### src/rtl/charram_pkg.sv
// Shared constants, clear FSM encoding and helpers for the character RAM write path.
package charram_pkg;

  localparam int unsigned ADDR_W = 13;
  localparam int unsigned DATA_W = 7;
  localparam int unsigned COL_W  = 7;
  localparam int unsigned ROW_W  = ADDR_W - COL_W;
  // One extra bit so the last-cell compare never wraps.
  localparam int unsigned CNT_W  = ADDR_W + 1;

  localparam int unsigned ROW_CELLS    = 2 ** COL_W;
  localparam int unsigned SCREEN_CELLS = 2 ** ADDR_W;

  localparam logic [DATA_W-1:0] FILL_CHAR = 7'h00;

  typedef enum logic {
    StIdle  = 1'b0,
    StClear = 1'b1
  } clr_state_e;

  // Final counter value of a clear: one row or the whole screen.
  function automatic logic [CNT_W-1:0] clear_last(input logic row_en);
    return row_en ? CNT_W'(ROW_CELLS - 1) : CNT_W'(SCREEN_CELLS - 1);
  endfunction

endpackage

### src/rtl/charram_write_arbiter_if.sv
// KEY/AUX write request handshake bundle; requesters hold req until they see ack.
interface charram_write_arbiter_if;
  import charram_pkg::*;

  logic              key_req;
  logic [ADDR_W-1:0] key_addr;
  logic [DATA_W-1:0] key_char;
  logic              key_ack;

  logic              aux_req;
  logic [ADDR_W-1:0] aux_addr;
  logic [DATA_W-1:0] aux_char;
  logic              aux_ack;

  modport master (
    output key_req, key_addr, key_char,
    output aux_req, aux_addr, aux_char,
    input  key_ack, aux_ack
  );

  modport slave (
    input  key_req, key_addr, key_char,
    input  aux_req, aux_addr, aux_char,
    output key_ack, aux_ack
  );

endinterface

### src/rtl/charram_clear_engine.sv
// Clear engine: sweeps one row or the whole screen, one cell per cycle, writing FillChar.
module charram_clear_engine
  import charram_pkg::*;
#(
  parameter logic [DATA_W-1:0] FillChar = FILL_CHAR
) (
  input  logic              clk,
  input  logic              reset,
  input  logic              clr_start,
  input  logic              clr_row_en,
  input  logic [ROW_W-1:0]  clr_row,
  output logic              clr_busy,
  output logic              clr_done,
  // Requesters must stall while this is high (clear running or finishing).
  output logic              clr_hold,
  output logic              clr_we,
  output logic [ADDR_W-1:0] clr_addr,
  output logic [DATA_W-1:0] clr_din
);

  clr_state_e       state_q;
  logic [CNT_W-1:0] cnt_q;
  logic             row_en_q;
  logic [ROW_W-1:0] row_q;
  // last_q marks the cycle the final write is on the RAM port; done_q follows it.
  logic             last_q;
  logic             done_q;

  // Clear FSM, counter and done sequencing.
  always_ff @(posedge clk or negedge reset) begin
    if (!reset) begin
      state_q  <= StIdle;
      cnt_q    <= '0;
      row_en_q <= 1'b0;
      row_q    <= '0;
      last_q   <= 1'b0;
      done_q   <= 1'b0;
    end else begin
      last_q <= 1'b0;
      done_q <= last_q;
      unique case (state_q)
        StIdle: begin
          if (clr_start) begin
            state_q  <= StClear;
            cnt_q    <= '0;
            row_en_q <= clr_row_en;
            row_q    <= clr_row;
          end
        end
        StClear: begin
          if (cnt_q == clear_last(row_en_q)) begin
            state_q <= StIdle;
            cnt_q   <= '0;
            last_q  <= 1'b1;
          end else begin
            cnt_q <= cnt_q + 1'b1;
          end
        end
      endcase
    end
  end

  // Clear write request toward the output register.
  always_comb begin
    clr_we   = (state_q == StClear);
    clr_addr = row_en_q ? {row_q, cnt_q[COL_W-1:0]} : cnt_q[ADDR_W-1:0];
    clr_din  = FillChar;
  end

  assign clr_busy = (state_q == StClear);
  assign clr_done = done_q;
  assign clr_hold = clr_busy | last_q | done_q;

endmodule

### src/rtl/charram_write_arbiter.sv
// Write-port-A owner for the character RAM: clear engine first, then KEY/AUX round-robin.
module charram_write_arbiter
  import charram_pkg::*;
#(
  parameter logic [DATA_W-1:0] FillChar = FILL_CHAR
) (
  input  logic                    clk,
  input  logic                    reset,
  charram_write_arbiter_if.slave  req_if,
  input  logic                    clr_start,
  input  logic                    clr_row_en,
  input  logic [ROW_W-1:0]        clr_row,
  output logic                    clr_busy,
  output logic                    clr_done,
  output logic                    ram_we,
  output logic [ADDR_W-1:0]       ram_addr,
  output logic [DATA_W-1:0]       ram_din
);

  logic              clr_hold;
  logic              clr_we;
  logic [ADDR_W-1:0] clr_addr;
  logic [DATA_W-1:0] clr_din;

  // 0 favours KEY, 1 favours AUX; only moves when both contend.
  logic rr_q;
  logic key_gnt;
  logic aux_gnt;
  logic both_req;

  charram_clear_engine #(
    .FillChar (FillChar)
  ) u_clear (
    .clk        (clk),
    .reset      (reset),
    .clr_start  (clr_start),
    .clr_row_en (clr_row_en),
    .clr_row    (clr_row),
    .clr_busy   (clr_busy),
    .clr_done   (clr_done),
    .clr_hold   (clr_hold),
    .clr_we     (clr_we),
    .clr_addr   (clr_addr),
    .clr_din    (clr_din)
  );

  assign both_req = req_if.key_req & req_if.aux_req;

  // Combinational grant; nothing is granted in reset or while the clear owns the port.
  always_comb begin
    key_gnt = 1'b0;
    aux_gnt = 1'b0;
    if (reset && !clr_hold) begin
      if (both_req) begin
        key_gnt = ~rr_q;
        aux_gnt = rr_q;
      end else begin
        key_gnt = req_if.key_req;
        aux_gnt = req_if.aux_req;
      end
    end
  end

  assign req_if.key_ack = key_gnt;
  assign req_if.aux_ack = aux_gnt;

  // Round-robin pointer: after a contended grant, favour the side that lost.
  always_ff @(posedge clk or negedge reset) begin
    if (!reset) begin
      rr_q <= 1'b0;
    end else if (both_req && !clr_hold) begin
      rr_q <= key_gnt;
    end
  end

  // Registered RAM port A; address/data hold their last value when idle.
  always_ff @(posedge clk or negedge reset) begin
    if (!reset) begin
      ram_we   <= 1'b0;
      ram_addr <= '0;
      ram_din  <= '0;
    end else begin
      ram_we <= clr_we | key_gnt | aux_gnt;
      if (clr_we) begin
        ram_addr <= clr_addr;
        ram_din  <= clr_din;
      end else if (key_gnt) begin
        ram_addr <= req_if.key_addr;
        ram_din  <= req_if.key_char;
      end else if (aux_gnt) begin
        ram_addr <= req_if.aux_addr;
        ram_din  <= req_if.aux_char;
      end
    end
  end

endmodule
### src/flat_wrapper.sv
// flat-port wrapper written by rule: the top's interface ports become plain ports
module charram_write_arbiter_flat import charram_pkg::*;
#(
  parameter logic [DATA_W-1:0] FillChar = FILL_CHAR
)
  (clk, reset, clr_start, clr_row_en, clr_row, clr_busy, clr_done, ram_we, ram_addr, ram_din, req_if_key_req, req_if_key_addr, req_if_key_char, req_if_aux_req, req_if_aux_addr, req_if_aux_char, req_if_key_ack, req_if_aux_ack);
  charram_write_arbiter_if req_if_i ();
  input  logic clk;
  input  logic reset;
  input  logic clr_start;
  input  logic clr_row_en;
  input  logic [ROW_W-1:0] clr_row;
  output logic clr_busy;
  output logic clr_done;
  output logic ram_we;
  output logic [ADDR_W-1:0] ram_addr;
  output logic [DATA_W-1:0] ram_din;
  input wire logic [$bits(req_if_i.key_req)-1:0] req_if_key_req;
  input wire logic [$bits(req_if_i.key_addr)-1:0] req_if_key_addr;
  input wire logic [$bits(req_if_i.key_char)-1:0] req_if_key_char;
  input wire logic [$bits(req_if_i.aux_req)-1:0] req_if_aux_req;
  input wire logic [$bits(req_if_i.aux_addr)-1:0] req_if_aux_addr;
  input wire logic [$bits(req_if_i.aux_char)-1:0] req_if_aux_char;
  output wire logic [$bits(req_if_i.key_ack)-1:0] req_if_key_ack;
  output wire logic [$bits(req_if_i.aux_ack)-1:0] req_if_aux_ack;
  assign req_if_i.key_req = req_if_key_req;
  assign req_if_i.key_addr = req_if_key_addr;
  assign req_if_i.key_char = req_if_key_char;
  assign req_if_i.aux_req = req_if_aux_req;
  assign req_if_i.aux_addr = req_if_aux_addr;
  assign req_if_i.aux_char = req_if_aux_char;
  assign req_if_key_ack = req_if_i.key_ack;
  assign req_if_aux_ack = req_if_i.aux_ack;
  charram_write_arbiter #(.FillChar(FillChar)) u_core (.clk(clk), .reset(reset), .req_if(req_if_i), .clr_start(clr_start), .clr_row_en(clr_row_en), .clr_row(clr_row), .clr_busy(clr_busy), .clr_done(clr_done), .ram_we(ram_we), .ram_addr(ram_addr), .ram_din(ram_din));
endmodule
### config.mk
export PLATFORM = sky130hd
export DESIGN_NAME = charram_write_arbiter_flat
export DESIGN_NICKNAME = d
export VERILOG_FILES = /design/src/rtl/charram_pkg.sv /design/src/rtl/charram_write_arbiter_if.sv /design/src/rtl/charram_clear_engine.sv /design/src/rtl/charram_write_arbiter.sv /design/src/flat_wrapper.sv
export SDC_FILE = /design/constraint.sdc
export NUM_CORES = 1
export LEC_CHECK = 0
export CAP_MARGIN = 10
export CORE_UTILIZATION = 45
export DETAILED_ROUTE_END_ITERATION = 16
export PLACE_DENSITY = 0.79
export SLEW_MARGIN = 20
export SYNTH_ARGS = -nofsm -noshare
export SYNTH_HDL_FRONTEND = slang
export SYNTH_SLANG_ARGS = --single-unit
### constraint.sdc
create_clock -name clk -period 2.7 [get_ports clk]
set_input_delay 0.27 -clock clk [delete_from_list [all_inputs] [get_ports clk]]
set_output_delay 0.27 -clock clk [all_outputs]
set_load 0.02 [all_outputs]
==> flow_metrics.py <==
metrics = {
    "clock_tree": {
        "clock_sinks": 46,
        "ctsHoldBuffers": 1,
        "htreeDepth": 2,
        "clock_path_buffers": 2,
        "clk_pin_slew_worst_paths_ns": 0.08,
        "cts_buffers": 5,
        "cts_tree": "built",
        "clk_latency_ns": 0.30,
        "clockRootBuffer": "clkbuf_8",
        "post_cts_resized": 0,
        "cts_setup_buffers": 0,
    },
    "logic_synthesis": {
        "async_flop_share_pct": 100,
        "synthTopCellsByArea": "dfrtp_1, mux2i_1, nand2_1, mux2_2, o32ai_1",
        "synth.distinct_cells": 41,
        "synth_common_cells": "dfrtp_1, nand2_1, mux2i_1",
        "ys.flop_type": "dfrtp_1",
        "synth_edf_count": 0,
        "syn_area_um2": 2380,
        "synth_most_common_cell": "dfrtp_1",
        "yosysTopAreaCellShare_pct": 48.3,
        "synth.avg_cell_area_um2": 10.4,
        "yosysSeqAreaShare_pct": 48.3,
        "yosysWarnings": 0,
        "syn_inst": 229,
        "ys_ff_latch": 46,
        "synth_nets": 283,
        "yosys.area.top_type": "dfrtp_1",
    },
    "sta": {
        "finalHoldViolations": 0,
        "fin_ws_ns": 0.367,
        "finalCritPeriodShare_pct": 86.4,
        "timing.clock.skew_ns": 0.00479,
        "tns_ns": 0,
        "slew_headroom_pct": 62.7,
        "clock.fmax_mhz": 429,
        "setup_viol": 0,
        "worstMarginPinSlew_ns": 0.557,
        "slew_viol_final": 0,
        "hold_slack_ns": 0.368,
        "grt_setup_unrepaired": "no",
        "period_minus_slack_ns": 2.33,
    },
    "drt": {
        "drtIter0Drc": 214,
        "wl_per_cell_um": 14.9,
        "drc_errors": 0,
        "wl_um": 5630,
        "ant_nets": 0,
        "drt-pass1-iter-count": 5,
        "vias": 2057,
        "vias_per_cell": 5.44,
    },
    "worst_setup_path": {
        "max_stage_delay_ns": 0.54,
        "timing.rr.start": "u_core.u_clear.cnt_q[0]",
        "worstPathRequired_ns": 2.87,
        "crit_path_max_fanout": 7,
        "worstPathArrival_ns": 2.50,
        "crit_family": "compound AO/OA/AOI/OAI gates",
        "end_kind": "register",
        "ff2ff_setup_slack_ns": 0.37,
        "ff2ff_path_depth": 6,
        "crit_cells": 6,
        "crit_buf_inv": 2,
        "crit_path_start_kind": "register",
        "worstReg2RegEnd": "u_core.u_clear.cnt_q[8]",
        "crit_type": "register to register",
        "crit_end": "u_core.u_clear.cnt_q[8]",
        "slowest_stage": "a2111oi_4",
        "path_cells": "ha_1, inv_1, or4_4, a2111oi_4, buf_4, o32ai_1",
        "startpoint": "u_core.u_clear.cnt_q[0]",
    },
    "global_route": {
        "grtUsageTotal_pct": 23.2,
        "grt_overflow_total": 0,
        "grt_antenna_before_repair": 0,
        "grt_max_degree": 43,
        "grt_pass1_wl_um": 9640,
        "grt_pass1_vias": 2045,
    },
    "floorplan": {
        "rows": 26,
        "die_w_um": 74.8,
        "fp.dieH_um": 74.8,
        "core_area_um2": 5110,
        "num_io_pins": 77,
        "start_util_pct": 46.7,
        "die_area_um2": 5590,
    },
    "power": {
        "p_leak_uw": 0.00144,
        "ir_drop_mv": 0.283,
        "powerDensity_nw_per_um2": 672,
    },
    "place": {
        "io_buffer_count": 76,
        "dp_slack_ns": 0.393,
        "hpwl_um": 4140,
        "gp_congestion": 0.813,
    },
    "min_path": {
        "holdCritPathClass": "input port to asynchronous set/reset pin",
    },
    "layout": {
        "antenna_cells": 0,
        "area_growth_pct": 39.0,
        "nets": 361,
        "drive_above_1_share_pct": 9.74,
        "utilization_pct": 64.8,
    },
    "outcome": {
        "status": "finished clean",
    },
    "run": {
        "cap_violations": 0,
    },
}
## state kept, by name (all words and copies together), names as in the netlist
register,cells
u_core.u_clear.row_en_q,1
u_core.ram_din,7
u_core.u_clear.cnt_q,14
u_core.u_clear.last_q,1
u_core.ram_we,1
u_core.u_clear.clr_busy,1
u_core.rr_q,1
u_core.u_clear.row_q,6
u_core.ram_addr,13
u_core.u_clear.clr_done,1
## power by group
group	total [uW]	internal (uW)	switching, uW
logic	744	403	341
registers	1070	861	211
clock network	409	183	226
total	2230	1450	779
## through the flow
stage | cells | total power (uW) | instance area (um^2)
after CTS | 378 | 2240 | 3310
after global routing | 378 | 2360 | 3310
after detailed placement | 369 | 1830 | 3220
final | 378 | 2230 | 3310
after global placement | 369 | 1800 | 3220
after floorplan | 229 | 1490 | 2380
## cell type report
class                   count  area [um^2]
clock inverters             2         13.8
inverters                   9         33.8
repair buffers             85          826
multi-input cells         160         1130
flip-flops and latches     46         1150
clock buffers               6         72.6
fillers                   437         1800
well taps                  70         87.6
## layout by cell type, fill, tap and decap left out, types with 2 or more instances in the layout
cell,n
dfrtp_1,46
o221ai_1,4
o31ai_1,2
xor2_1,4
and3_1,2
mux2_2,8
o32ai_1,10
a221oi_1,2
clkbuf_8,5
nand4_1,2
mux2i_1,25
nand2_1,30
inv_1,7
nor2b_1,3
clkdlybuf4s50_1,75
o21ai_0,8
xnor2_1,8
ha_1,2
buf_4,8
o22ai_1,7
nor2_1,11
nand3_1,6
nor4_1,4
a21oi_1,9
## cell families after synthesis
| kind of cell | synth area share [%] |
|---|---|
| AOI/OAI and AO/OA | 14.0 |
| xor gates and xnor gates | 4.41 |
| adders and majority gates | 1.05 |
| buffers and inverters | 4.41 |
| DFF | 48.3 |
| muxes | 14.3 |
| and+or+nand+nor | 13.5 |
## metal layers
| layer | vias to the layer above | global-route usage (%) | share of wire, % |
|---|---|---|---|
| met5 | - | 0 | 0 |
| met4 | 0 | 6.92 | 1.5 |
| met3 | 8 | 5.62 | 6.1 |
| met2 | 81 | 38.3 | 49 |
| met1 | 988 | 30.3 | 43 |
| li1 | 980 | - | - |
## worst min path at each step
stage / to / cells after the start / slack [ns] / start
finish: u_core.rr_q / 2 / 0.37 / reset
global placement: u_core.rr_q / 1 / 0.12 / reset
floorplan: u_core.ram_addr[0] / 0 / -0.03 / reset
detailed placement: u_core.rr_q / 1 / 0.13 / reset
global route: u_core.rr_q / 2 / 0.38 / reset
CTS: u_core.rr_q / 2 / 0.34 / reset
(Power assumes the default switching activity.)
